==> src/rtl/pipeline_hazard_ctrl_if.sv <==
// Decode/Execute/Memory hazard-control signal bundle.
// master = pipeline core side, slave = hazard controller side.
interface pipeline_hazard_ctrl_if #(
    parameter int unsigned REG_AW = 4
);
    logic [REG_AW-1:0] rs1D;
    logic [REG_AW-1:0] rs2D;
    logic              rs1_useD;
    logic              rs2_useD;
    logic [REG_AW-1:0] rdE;
    logic              reg_writeE;
    logic              is_loadE;
    logic [REG_AW-1:0] rdM;
    logic              reg_writeM;
    logic              isBranchTakenE;
    logic              stall;
    logic              flush;
    logic [2:0]        stallC;
    logic              track;
    logic [1:0]        fwd_a;
    logic [1:0]        fwd_b;

    modport master (
        output rs1D, rs2D, rs1_useD, rs2_useD, rdE, reg_writeE, is_loadE,
               rdM, reg_writeM, isBranchTakenE,
        input  stall, flush, stallC, track, fwd_a, fwd_b
    );

    modport slave (
        input  rs1D, rs2D, rs1_useD, rs2_useD, rdE, reg_writeE, is_loadE,
               rdM, reg_writeM, isBranchTakenE,
        output stall, flush, stallC, track, fwd_a, fwd_b
    );
endinterface

==> src/rtl/pipeline_hazard_ctrl.sv <==
// RAW hazard controller: forwarding selects, counted stalls, counted branch flush.
// Define HAZARD_FORWARD_EN to enable operand forwarding (load-use stalls only).
module pipeline_hazard_ctrl #(
    parameter int unsigned REG_AW       = 4,
    parameter int unsigned FLUSH_CYCLES = 2,
    parameter int unsigned LOAD_LAT     = 1
) (
    input logic                   clk,
    input logic                   reset,
    pipeline_hazard_ctrl_if.slave hz
);
    logic [REG_AW-1:0] rs1, rs2, rde, rdm;
    logic              e1, e2, m1, m2;
    logic              hazard;
    logic [1:0]        haz_len;
    logic [2:0]        flush_cnt, flush_cnt_n;
    logic [1:0]        stall_cnt, stall_cnt_n;
    logic              track_q, track_n;

    assign rs1 = hz.rs1D;
    assign rs2 = hz.rs2D;
    assign rde = hz.rdE;
    assign rdm = hz.rdM;

    // Register 0 is hardwired zero, so it never matches a writer.
    assign e1 = hz.reg_writeE && (rde != '0) && hz.rs1_useD && (rs1 == rde);
    assign e2 = hz.reg_writeE && (rde != '0) && hz.rs2_useD && (rs2 == rde);
    assign m1 = hz.reg_writeM && (rdm != '0) && hz.rs1_useD && (rs1 == rdm);
    assign m2 = hz.reg_writeM && (rdm != '0) && hz.rs2_useD && (rs2 == rdm);

`ifdef HAZARD_FORWARD_EN
    // A load in E has no result yet, so it falls through to the M match.
    assign hz.fwd_a = (e1 && !hz.is_loadE) ? 2'b01 : (m1 ? 2'b10 : 2'b00);
    assign hz.fwd_b = (e2 && !hz.is_loadE) ? 2'b01 : (m2 ? 2'b10 : 2'b00);
    assign hazard   = (e1 || e2) && hz.is_loadE;
    assign haz_len  = 2'(LOAD_LAT);
`else
    logic unused_cfg;
    assign unused_cfg = ^{hz.is_loadE, 2'(LOAD_LAT)};
    assign hz.fwd_a   = 2'b00;
    assign hz.fwd_b   = 2'b00;
    assign hazard     = e1 || e2 || m1 || m2;
    assign haz_len    = (e1 || e2) ? 2'd2 : 2'd1;
`endif

    always_comb begin
        track_n     = 1'b0;
        flush_cnt_n = flush_cnt;
        stall_cnt_n = stall_cnt;
        if (flush_cnt != '0) begin
            flush_cnt_n = flush_cnt - 3'd1;
            track_n     = (flush_cnt == 3'd1);
            stall_cnt_n = '0;
        end else if (hz.isBranchTakenE) begin
            flush_cnt_n = 3'(FLUSH_CYCLES);
            stall_cnt_n = '0;
        end else if (stall_cnt != '0) begin
            stall_cnt_n = stall_cnt - 2'd1;
        end else if (hazard) begin
            stall_cnt_n = haz_len;
        end else begin
            stall_cnt_n = '0;
        end
    end

    always_ff @(negedge clk or negedge reset) begin
        if (!reset) begin
            flush_cnt <= '0;
            stall_cnt <= '0;
            track_q   <= 1'b0;
        end else begin
            flush_cnt <= flush_cnt_n;
            stall_cnt <= stall_cnt_n;
            track_q   <= track_n;
        end
    end

    assign hz.stall  = (stall_cnt != '0);
    assign hz.flush  = (flush_cnt != '0);
    assign hz.stallC = flush_cnt;
    assign hz.track  = track_q;
endmodule

==> src/flat_wrapper.sv <==
// flat-port wrapper written by rule: the top's interface ports become plain ports
module pipeline_hazard_ctrl_flat 
#(
    parameter int unsigned REG_AW       = 4,
    parameter int unsigned FLUSH_CYCLES = 2,
    parameter int unsigned LOAD_LAT     = 1
)
  (clk, reset, hz_rs1D, hz_rs2D, hz_rs1_useD, hz_rs2_useD, hz_rdE, hz_reg_writeE, hz_is_loadE, hz_rdM, hz_reg_writeM, hz_isBranchTakenE, hz_stall, hz_flush, hz_stallC, hz_track, hz_fwd_a, hz_fwd_b);
  pipeline_hazard_ctrl_if #(.REG_AW(REG_AW)) hz_i ();
  input logic clk;
  input logic reset;
  input wire logic [$bits(hz_i.rs1D)-1:0] hz_rs1D;
  input wire logic [$bits(hz_i.rs2D)-1:0] hz_rs2D;
  input wire logic [$bits(hz_i.rs1_useD)-1:0] hz_rs1_useD;
  input wire logic [$bits(hz_i.rs2_useD)-1:0] hz_rs2_useD;
  input wire logic [$bits(hz_i.rdE)-1:0] hz_rdE;
  input wire logic [$bits(hz_i.reg_writeE)-1:0] hz_reg_writeE;
  input wire logic [$bits(hz_i.is_loadE)-1:0] hz_is_loadE;
  input wire logic [$bits(hz_i.rdM)-1:0] hz_rdM;
  input wire logic [$bits(hz_i.reg_writeM)-1:0] hz_reg_writeM;
  input wire logic [$bits(hz_i.isBranchTakenE)-1:0] hz_isBranchTakenE;
  output wire logic [$bits(hz_i.stall)-1:0] hz_stall;
  output wire logic [$bits(hz_i.flush)-1:0] hz_flush;
  output wire logic [$bits(hz_i.stallC)-1:0] hz_stallC;
  output wire logic [$bits(hz_i.track)-1:0] hz_track;
  output wire logic [$bits(hz_i.fwd_a)-1:0] hz_fwd_a;
  output wire logic [$bits(hz_i.fwd_b)-1:0] hz_fwd_b;
  assign hz_i.rs1D = hz_rs1D;
  assign hz_i.rs2D = hz_rs2D;
  assign hz_i.rs1_useD = hz_rs1_useD;
  assign hz_i.rs2_useD = hz_rs2_useD;
  assign hz_i.rdE = hz_rdE;
  assign hz_i.reg_writeE = hz_reg_writeE;
  assign hz_i.is_loadE = hz_is_loadE;
  assign hz_i.rdM = hz_rdM;
  assign hz_i.reg_writeM = hz_reg_writeM;
  assign hz_i.isBranchTakenE = hz_isBranchTakenE;
  assign hz_stall = hz_i.stall;
  assign hz_flush = hz_i.flush;
  assign hz_stallC = hz_i.stallC;
  assign hz_track = hz_i.track;
  assign hz_fwd_a = hz_i.fwd_a;
  assign hz_fwd_b = hz_i.fwd_b;
  pipeline_hazard_ctrl #(.REG_AW(REG_AW), .FLUSH_CYCLES(FLUSH_CYCLES), .LOAD_LAT(LOAD_LAT)) u_core (.clk(clk), .reset(reset), .hz(hz_i));
endmodule
==> config.mk <==
export PLATFORM = sky130hd
export DESIGN_NAME = pipeline_hazard_ctrl_flat
export DESIGN_NICKNAME = d
export VERILOG_FILES = /design/src/rtl/pipeline_hazard_ctrl_if.sv /design/src/rtl/pipeline_hazard_ctrl.sv /design/src/flat_wrapper.sv
export SDC_FILE = /design/constraint.sdc
export NUM_CORES = 1
export LEC_CHECK = 0
export CAP_MARGIN = 20
export CORE_MARGIN = 1
export CORE_UTILIZATION = 35
export CTS_CLUSTER_SIZE = 25
export DETAILED_ROUTE_END_ITERATION = 6
export GPL_ROUTABILITY_DRIVEN = 0
export GPL_TIMING_DRIVEN = 0
export PLACE_DENSITY = 0.78
export SLEW_MARGIN = 0
export SYNTH_ARGS = -nofsm -noshare
export SYNTH_HDL_FRONTEND = slang
export SYNTH_SLANG_ARGS = --single-unit
==> constraint.sdc <==
create_clock -name clk -period 1.6 [get_ports clk]
set_input_delay 0.32 -clock clk [delete_from_list [all_inputs] [get_ports clk]]
set_output_delay 0.32 -clock clk [all_outputs]
set_load 0.02 [all_outputs]
After elaboration in Yosys (flattened, before gate mapping)
Index checks and enable logic that the tools add are counted.

word-level totals
  flip-flop bits (word level) = 6
  word-level logic and storage cells = 36
  memories kept = 0
  latch bits = 0
  bits of input ports = 24
  ROM bits = 0
  memory bits (writable) = 0
  output and inout port bits = 10

cells by class
  shift operators = 0
  $lt $le $gt $ge = 0
  mux-type cells = 8
  bitwise operators = 0
  div/mod/pow operators = 0
  add/sub/neg operators = 2
  equal/unequal tests = 5
  reduce and logical (&&, ||, !) cells = 18
  multiply operators = 0

operators with widths
  kind                   number
  $eq A4 B4 Y1           4
  $logic_and A1 B1 Y1    10
  $mux W2                5
  $reduce_bool A4 Y1     2
  $mux W3                2
  $reduce_bool A2 Y1     2
  $eq A3 B1 Y1 const B   1
  $logic_or A1 B1 Y1     3
  $reduce_bool A3 Y1     1
  $sub A3 B1 Y3 const B  1
  $sub A2 B1 Y2 const B  1
  $mux W1                1

Logic depth before layout (Yosys ltp)
Gate-level depths: netlist of the first run.

  word-level depth = 11
  depth in mapped cells = 6
  mapped depth without buffers = 6

==> flow_metrics.py, run 1 <==
metrics = {
    "logic_synthesis": {
        "synth.largest_area_cell": "dfrtn_1",
        "yosysMostFrequentCell": "xor2_1",
        "synthFlopType": "dfrtn_1",
        "synthTopCellsByCount": "12 x xor2_1, 6 x dfrtn_1, 5 x nor4_1",
        "ys_types": 20,
        "async_reset_ff_frac": 1.000,
        "synth_cells": 58,
        "avgSynthCellArea_um2": 9.039,
        "synthesis.area_um2": 524.3,
        "yosysWarningCount": 0,
        "synthTopCellsByArea": "dfrtn_1 29%, xor2_1 20%, ha_1 7.2%",
        "synth_edf_count": 0,
        "yosys.area.top_type_share": 0.2864,
        "ys_ff_latch": 6,
        "yosysSeqAreaShare": 0.2864,
    },
    "floorplanning": {
        "row_count": 13,
        "dieArea_um2": 1656,
        "core_um2": 1350,
        "die_w_um": 40.70,
        "die_y_um": 40.70,
        "start_util": 0.3883,
        "pin_count": 34,
    },
    "clock_tree": {
        "clockRootBuffer": "clkbuf_4",
        "cts.sinks": 6,
        "cts_buffers": 3,
        "cts_tree": "done",
        "hold_buffers": 0,
        "clockBufferDepth": 2,
        "cts_max_level": 1,
        "path_clk_slew_ns": 0.04,
        "insertion_delay_ns": 0.26,
    },
    "timing": {
        "rsz0062_at_grt": "yes",
        "fin_tns_setup_ns": -3.572,
        "drv_slew": 0,
        "worst_slack_ns": -0.6465,
        "hold_viol_final": 0,
        "fin_hold_ws_ns": 0.5796,
        "fin_skew_ns": 0.004218,
        "setup_viol": 8,
    },
    "hold_path": {
        "hold_start": "u_core.hz.stallC[0]$_DFFE_NN0P_",
        "hold_depth": 2,
        "hold_end": "u_core.hz.stallC[0]$_DFFE_NN0P_",
        "hold_path_class": "reg -> reg",
    },
    "grt": {
        "track_usage": 0.2237,
        "grt_pass1_vias": 504,
        "grt_first_pass_wirelength_um": 2318,
        "antenna_found_initial": 0,
        "grt_max_degree": 7,
        "grt_overflow_total": 0,
    },
    "routing": {
        "avgRoutedWirePerCell_um": 15.52,
        "wl_met1_um": 691,
        "postRouteAntennaNets": 0,
        "first_iter_violations": 21,
        "drc_errors": 0,
        "wl_um": 1878,
        "top_layer_used": "met4",
        "drtPass1Iterations": 4,
        "via_count": 584,
        "viasPerCell": 4.826,
        "wl_met3_um": 99,
        "routed-wl-met2_um": 1053,
    },
    "final_layout": {
        "fin_nets": 135,
        "fin_cells": 121,
        "drive_gt1_frac": 0.5566,
        "fillers": 93,
        "syn2layout_area_growth_pct": 98.81,
        "stdcell_area_um2": 1042,
        "antennaDiodeCount": 0,
    },
    "setup_path": {
        "slowest_stage": "dfrtn_1",
        "critPathCaptureType": "primary output",
        "reg2reg_from": "u_core.hz.stallC[1]$_DFFE_NN0P_",
        "arrival_ns": 1.93,
        "required_ns": 1.28,
        "crit_family": "flip-flops",
        "worstSetupPathType": "reg -> out",
        "crit_chain": "inv_2, ha_4, nand2b_4, buf_6",
        "reg2reg_to": "u_core.hz.stallC[1]$_DFFE_NN0P_",
        "rr_worst_depth": 8,
        "worstPathMaxFanout": 2,
        "worst-path-buf-inv": 2,
        "max_stage_delay_ns": 0.44,
        "worst_setup_path_start_kind": "flop",
        "r2r_slack_ns": 0.12,
    },
    "power": {
        "p_leak_nw": 0.5141,
        "peakVddDrop_mv": 1.154,
        "p_per_area_nw_per_um2": 1183,
    },
    "status": {
        "violations": "negative setup slack",
        "outcome": "complete, but fails checks",
    },
    "placement": {
        "dp.cells": 104,
        "placed_area_um2": 874.6,
        "port_buffers": 28,
    },
    "job": {
        "drv_cap": 0,
    },
}
cells by family (layout without fill, tap and decap cells):
group	after synthesis	after routing	synth area share
buffers and inverters	6	51	0.07161
AO/OA/AOI/OAI	5	5	0.05726
XOR/XNOR	16	16	0.2673
flip-flops	6	6	0.2864
adder cells (fa/ha/maj)	3	3	0.07161
other	1	4	0.007153
AND/OR/NAND/NOR	20	20	0.2172
multiplexers	1	1	0.02148
layout make-up:
| type | instances | area, µm² | area share |
|---|---|---|---|
| buffer | 4 | 30.03 | 0.02881 |
| clock buffer | 3 | 22.52 | 0.02161 |
| inverter | 2 | 7.507 | 0.007203 |
| multi-input combinational | 49 | 432.9 | 0.4154 |
| sequential | 6 | 150.1 | 0.1441 |
| tap | 15 | 18.77 | 0.01801 |
| timing repair buffer | 42 | 380.4 | 0.3649 |
how the worst max path moves through the flow:
stage                     cells past startpoint                       endpoint                             from
after floorplan                               4  u_core.stall_cnt[0]$_DFF_NN0_                        hz_rdM[1]
after global placement                        5  u_core.stall_cnt[0]$_DFF_NN0_                        hz_rdM[1]
after detailed placement                      5  u_core.stall_cnt[0]$_DFF_NN0_                        hz_rdM[1]
after CTS                                     4                       hz_flush  u_core.hz.stallC[0]$_DFFE_NN0P_
after global routing                          4                       hz_flush  u_core.hz.stallC[0]$_DFFE_NN0P_
final                                         4                       hz_flush  u_core.hz.stallC[0]$_DFFE_NN0P_
per-layer routing:
layer,vias to the layer above,global-route usage
met5,-,0
met4,0,0.07500
met3,4,0.04891
met2,23,0.3690
met1,271,0.2852
li1,286,-
placed cells by master, fill, tap and decap left out, types with 2 or more instances in the layout:
master and count:
clkdlybuf4s50_1 2, conb_1 4, buf_4 17, dlygate4sd2_1 3, or2_4 2, nand4_1 2
buf_6 12, nor2_1 3, xor2_1 10, dfrtn_1 6, xnor2_1 3, nor4_1 3
a21oi_1 2, buf_8 3, inv_2 2, xor2_2 2, clkbuf_4 3, buf_2 7
nand2_1 3, ha_1 2
power by group:
part	total, mW	internal (mW)	switching, mW
Clock	0.140	0.0849	0.0555
Combinational	0.836	0.460	0.376
Sequential	0.257	0.208	0.0485
sequential cells by signal, summed over array words and instances, names as in the netlist:
| name | cells |
|---|---|
| u_core.hz.stallC | 3 |
| u_core.stall_cnt | 2 |
| u_core.hz.track | 1 |
worst register-to-register path, cell delays in order, from the launching register on:
cell and delay (ns):
dfrtn_1 0.36, inv_2 0.10, ha_4 0.15, nand2b_4 0.06
buf_4 0.13, buf_4 0.13, or2_4 0.27, nor2_4 0.09
a21oi_2 0.04
through the flow:
step | util | worst slack (ns) | power, mW
floorplan | - | -0.6296 | 0.5668
global placement | 0.6478 | -1.174 | 0.7907
detailed placement | 0.6478 | -1.190 | 0.8099
CTS | 0.7164 | -0.6020 | 1.075
global route | 0.7720 | -0.6875 | 1.302
finish | 0.7720 | -0.6465 | 1.233
what timing repair did:
action,CTS,global route
pin swaps,17,11
buffers inserted,10,5
hold endpoints to repair,0,0
setup endpoints to repair,10,10
gates resized for setup,120,13
Power figures use the tool's default switching activity.
==> run 2: changes to the inputs <==
--- a/config.mk
+++ b/config.mk
@@ -12,7 +12,8 @@
 export DETAILED_ROUTE_END_ITERATION = 6
 export GPL_ROUTABILITY_DRIVEN = 0
 export GPL_TIMING_DRIVEN = 0
-export PLACE_DENSITY = 0.78
+export PLACE_DENSITY_LB_ADDON = 0.2
+export RECOVER_POWER = 50
 export SLEW_MARGIN = 0
 export SYNTH_ARGS = -nofsm -noshare
 export SYNTH_HDL_FRONTEND = slang
==> flow_metrics.py, run 2 (synthesis results as in run 1) <==
metrics = {
    "final_layout": {
        "mostFrequentLayoutCell": "buf_4",
        "fillers": 101,
        "fin_nets": 132,
        "largest_register_ffs": 3,
        "antennaDiodeCount": 0,
        "syn2layout_area_growth_pct": 96.42,
        "multi_input_area_um2": 445.4,
        "most-common-layout-cells": "14 x buf_4, 11 x buf_6, 8 x xor2_1, 8 x buf_2, 6 x dfrtn_1",
        "drive_gt1_frac": 0.5534,
        "final-seq-area_um2": 150.1,
    },
    "clock_tree": {
        "cts_tree": "done",
        "cts_buffers": 3,
        "path_clk_slew_ns": 0.04,
        "clockRootBuffer": "clkbuf_4",
        "hold_buffers": 0,
        "insertion_delay_ns": 0.26,
        "cts_max_level": 1,
        "cts.sinks": 6,
        "clockBufferDepth": 2,
    },
    "setup_path": {
        "crit_chain": "inv_1, ha_4, nand2b_4, buf_6",
        "critPathCaptureType": "primary output",
        "crit_family": "flip-flops",
        "max_stage_delay_ns": 0.40,
        "worstSetupPathType": "reg -> out",
        "slowest_stage": "dfrtn_1",
        "worst-path-buf-inv": 2,
        "worstPathMaxFanout": 2,
        "arrival_ns": 1.90,
        "worst_setup_path_start_kind": "flop",
        "required_ns": 1.28,
    },
    "routing": {
        "drtPass1Iterations": 4,
        "drc_errors": 0,
        "via_count": 562,
        "first_iter_violations": 8,
        "viasPerCell": 4.763,
        "avgRoutedWirePerCell_um": 13.37,
        "postRouteAntennaNets": 0,
        "wl_um": 1578,
    },
    "grt": {
        "track_usage": 0.2111,
        "grt_first_pass_wirelength_um": 2180,
        "antenna_found_initial": 0,
        "grt_max_degree": 7,
        "grt_pass1_vias": 487,
        "grt_overflow_total": 0,
    },
    "status": {
        "violations": "negative setup slack",
        "outcome": "complete, but fails checks",
    },
    "floorplanning": {
        "die_y_um": 40.70,
        "start_util": 0.3883,
        "pin_count": 34,
        "row_count": 13,
        "die_w_um": 40.70,
        "core_um2": 1350,
        "dieArea_um2": 1656,
    },
    "timing": {
        "drv_slew": 0,
        "setup_viol": 8,
        "fin_hold_ws_ns": 0.5496,
        "hold_viol_final": 0,
        "fin_skew_ns": 0.004246,
        "worst_slack_ns": -0.6174,
        "rsz0062_at_grt": "yes",
    },
    "power": {
        "p_leak_nw": 0.5036,
        "p_per_area_nw_per_um2": 1107,
        "peakVddDrop_mv": 1.278,
    },
    "placement": {
        "dp_hpwl_um": 1129,
        "port_buffers": 28,
        "place_worst_setup_slack_ns": -1.195,
    },
    "hold_path": {
        "hold_path_class": "reg -> reg",
    },
    "job": {
        "drv_cap": 0,
    },
}
## run 2: cell types whose count changed in the layout (fill, tap and decap cells not counted), sizes merged
| cell | delta |
|---|---|
| buf | -2 |
| clkdlybuf4s15 | -1 |
## run 2: per-stage QoR
stage | TNS [ns] | utilization | instances | power (mW) | instance area, µm²
global placement | -6.558 | 0.6478 | 104 | 0.7874 | 874.6
global route | -3.566 | 0.7627 | 118 | 1.218 | 1030
finish | -3.335 | 0.7627 | 118 | 1.140 | 1030
floorplan | -1.517 | - | 61 | 0.5668 | 575.6
CTS | -3.265 | 0.7071 | 117 | 1.077 | 954.7
detailed placement | -6.757 | 0.6478 | 104 | 0.8077 | 874.6
## run 2: path summary, 6_finish.rpt
path                                                      start                               to  slack, ns  cells after the start
worst min-delay path            u_core.hz.stallC[0]$_DFFE_NN0P_  u_core.hz.stallC[0]$_DFFE_NN0P_       0.55                      2
worst max register to register  u_core.hz.stallC[1]$_DFFE_NN0P_  u_core.hz.stallC[1]$_DFFE_NN0P_       0.25                      7
worst min register to register  u_core.hz.stallC[0]$_DFFE_NN0P_  u_core.hz.stallC[0]$_DFFE_NN0P_       0.55                      2
max in group asynchronous                                 reset        u_core.hz.track$_DFF_NN0_       0.34                      1
min in group asynchronous                                 reset  u_core.hz.stallC[1]$_DFFE_NN0P_       1.00                      1
worst max-delay path            u_core.hz.stallC[1]$_DFFE_NN0P_                         hz_flush      -0.62                      4
## run 2: final cells by class
cell class / instances / share of cell area
timing repair buffer: 39 / 0.3451
tap: 15 / 0.01823
inverter: 2 / 0.007290
buffer: 4 / 0.02916
multi-input combinational: 49 / 0.4326
sequential: 6 / 0.1458
clock buffer: 3 / 0.02187
## run 2: tightest hold or removal path, delay by kind of cell, from the launching register on
family	cells	cell delay, ns
AO/OA/AOI/OAI	1	0.12
flip-flops	1	0.35
buffers and inverters	1	0.15
## run 2: timing repair
item | 4_1_cts | 5_1_grt
setup buffers | 10 | 2
pin swaps | 22 | 13
resized for setup | 121 | 14
setup endpoints to repair | 10 | 9
## run 2: per-layer routing
metal  part of all wire  up-vias  wire (µm)  global-route usage
met5                  0        -          0                   0
met4              0.011        0         17              0.1000
met3              0.060        2         94             0.03261
met2               0.54       21        854              0.3452
met1               0.39      261        612              0.2691
li1                   -      278          -                   -
## run 2: report_power, final
part | total [mW] | leakage, nW | internal (mW) | switching (mW)
logic | 0.748 | 0.413 | 0.422 | 0.326
clock network | 0.147 | 0.0138 | 0.0854 | 0.0619
registers | 0.245 | 0.0767 | 0.208 | 0.0366
total | 1.14 | 0.504 | 0.715 | 0.425
==> RTL change (flow settings as in run 2) <==
Add a define of `HAZARD_FORWARD_EN`.
--- a/src/rtl/pipeline_hazard_ctrl.sv
+++ b/src/rtl/pipeline_hazard_ctrl.sv
@@ -2,2 +2,4 @@
 // Define HAZARD_FORWARD_EN to enable operand forwarding (load-use stalls only).
+`define HAZARD_FORWARD_EN
+
 module pipeline_hazard_ctrl #(
Behaviour: not the same (a bounded check fails within 4 cycles, from zero or initial values and one cycle with reset low).
==> RTL change against run 2 <==
The flow still finishes with violations (negative setup slack). Sequential cell count unchanged. Design area up 19%. Count of clock-buffer cells in the layout unchanged. Via count up 19%. Total power up 11%. Synthesized cell count down 3.4%. Critical path depth unchanged. Clock skew down 3.8 ps. Wire length up 51%. First-iteration DRC count unchanged. Area after synthesis down 1.7%. Setup slack worse by 150 ps.
==> RTL change: results (changes against run 2) <==
Register-to-Register Path Depth - 6 (was 7)
Buffer share of cell area - 39.0% (was 37.4%)
Pleak - 0.556 nW (was 0.504 nW)
Worst Setup EP - hz_flush (unchanged)
Slew headroom - 78.3%
DR WL/cell - 19.0 um (was 13.4 um)
Largest register FFs - 3 (unchanged)
Post-CTS setup buffer count - 11 (was 10)
Setup Viol. Count Final - 11 (was 8)
Post_cts resized - 154 (was 121)
Synth cell count leaders - xor2_1, dfrtn_1, nor4_1 (unchanged)
First-pass GRT wire length - 2.84 mm (was 2.18 mm)
Outcome - finished with violations (unchanged)
Routed wl met3 - 133 um (was 94 um)
Primary FF master, synth - dfrtn_1 (unchanged)
Grt met2 use - 48.0% (was 34.5%)
Final WS setup - -768 ps (was -617 ps)
Synth area leaders - dfrtn_1, xor2_1, ha_1 (unchanged)
Worst Skew - 0.470 ps (was 4.25 ps)
Crit-path slowest cell - dfrtn_1 (unchanged)
Clock transition at the registers of the reported paths - 40 ps (about the same)
Hold Path Depth - 2 (unchanged)
H-tree depth - 1 (unchanged)
PortBufs - 33 (was 28)
Internal Pwr Total - 770 uW (was 715 uW)
Met2 Routed Length - 1.24 mm (was 854 um)
Multi-input gate share of the layout cell area - 44.7% (was 43.3%)
Worst EP arrival - 2050 ps (was 1900 ps)
Via Count - 667 (was 562)
Reg-to-reg slack, setup - 140 ps (was 250 ps)
M1 wire length - 944 um (was 612 um)
Worst path max stage delay - 360 ps (was 400 ps)
Sequential share of the synthesized area - 29.1% (was 28.6%)
Peak VDD IR - 1.43 mV (was 1.28 mV)
Portion of total power attributed to sequential cells - 19.5% (was 21.5%)
R2R Path End - u_core.hz.stallC[0]$_DFFE_NN0P_ (was u_core.hz.stallC[1]$_DFFE_NN0P_)
Nets@finish - 139 (was 132)
Layout cells sized above 1 - 70.0% (was 55.3%)
Hold_sp - u_core.stall_cnt[0]$_DFF_NN0_ (was u_core.hz.stallC[0]$_DFFE_NN0P_)
Cell variety after synth - 20 (unchanged)
Clk tree area frac - 1.84% (was 2.19%)
Number of non-clock buffers - 51 (was 43)
Setup TNS - -3820 ps (was -3330 ps)
Multi-input comb cells - 48 (was 49)
Routing usage on met3 - 12.2% (was 3.26%)
Hold_ws - 631 ps (was 550 ps)
Mean Syn Cell Area - 9.21 um^2 (was 9.04 um^2)
FILL cells - 50 (was 101)
All-Layer GR Usage - 28.8% (was 21.1%)
Non-filler instance count after layout - 125 (was 118)
Vias in the first global route - 641 (was 487)
Largest net degree at the start of global routing - 7 (unchanged)
Antenna Cells - 0 (unchanged)
Violated checks - negative setup slack (unchanged)
Initial antenna violation count - 0 (unchanged)
Min-Delay Endpoint - u_core.stall_cnt[1]$_DFF_NN0_ (was u_core.hz.stallC[0]$_DFFE_NN0P_)
First-pass DRT Iterations - 4 (unchanged)
GRT met1 Usage - 30.7% (was 26.9%)
Clock Latency Late Sink - 260 ps (about the same)
==> RTL change: cell count changes in the layout (fill, tap and decap cells not counted), moves of 3 or more <==
| cell | delta |
|---|---|
| buf_4 | +4 |
| conb_1 | -4 |
| a21oi_1 | -3 |
| buf_2 | -3 |
| buf_6 | +3 |
==> RTL change: logic make-up (layout without fill, tap and decap cells) <==
group           count (synthesis)  count (layout)  share of synthesized area (%)
compound gates                  6               6                           7.52
xor+xnor                       16              16                           27.2
fa+ha+maj                       3               3                           7.28
buf+inv                         2              56                           1.46
flops                           6               6                           29.1
mux                             2               2                           4.37
simple gates                   21              21                           23.1
==> RTL change: per-stage QoR <==
stage / area [um^2] / power, mW / utilization [%] / setup WS [ps]
2_1_floorplan: 531 / 0.516 / - / -559
3_3_place_gp: 880 / 0.743 / 65.9 / -1060
3_5_place_dp: 880 / 0.762 / 65.9 / -1040
4_1_cts: 1120 / 1.11 / 84.1 / -731
5_1_grt: 1220 / 1.32 / 91.6 / -799
6_report: 1220 / 1.26 / 91.6 / -768
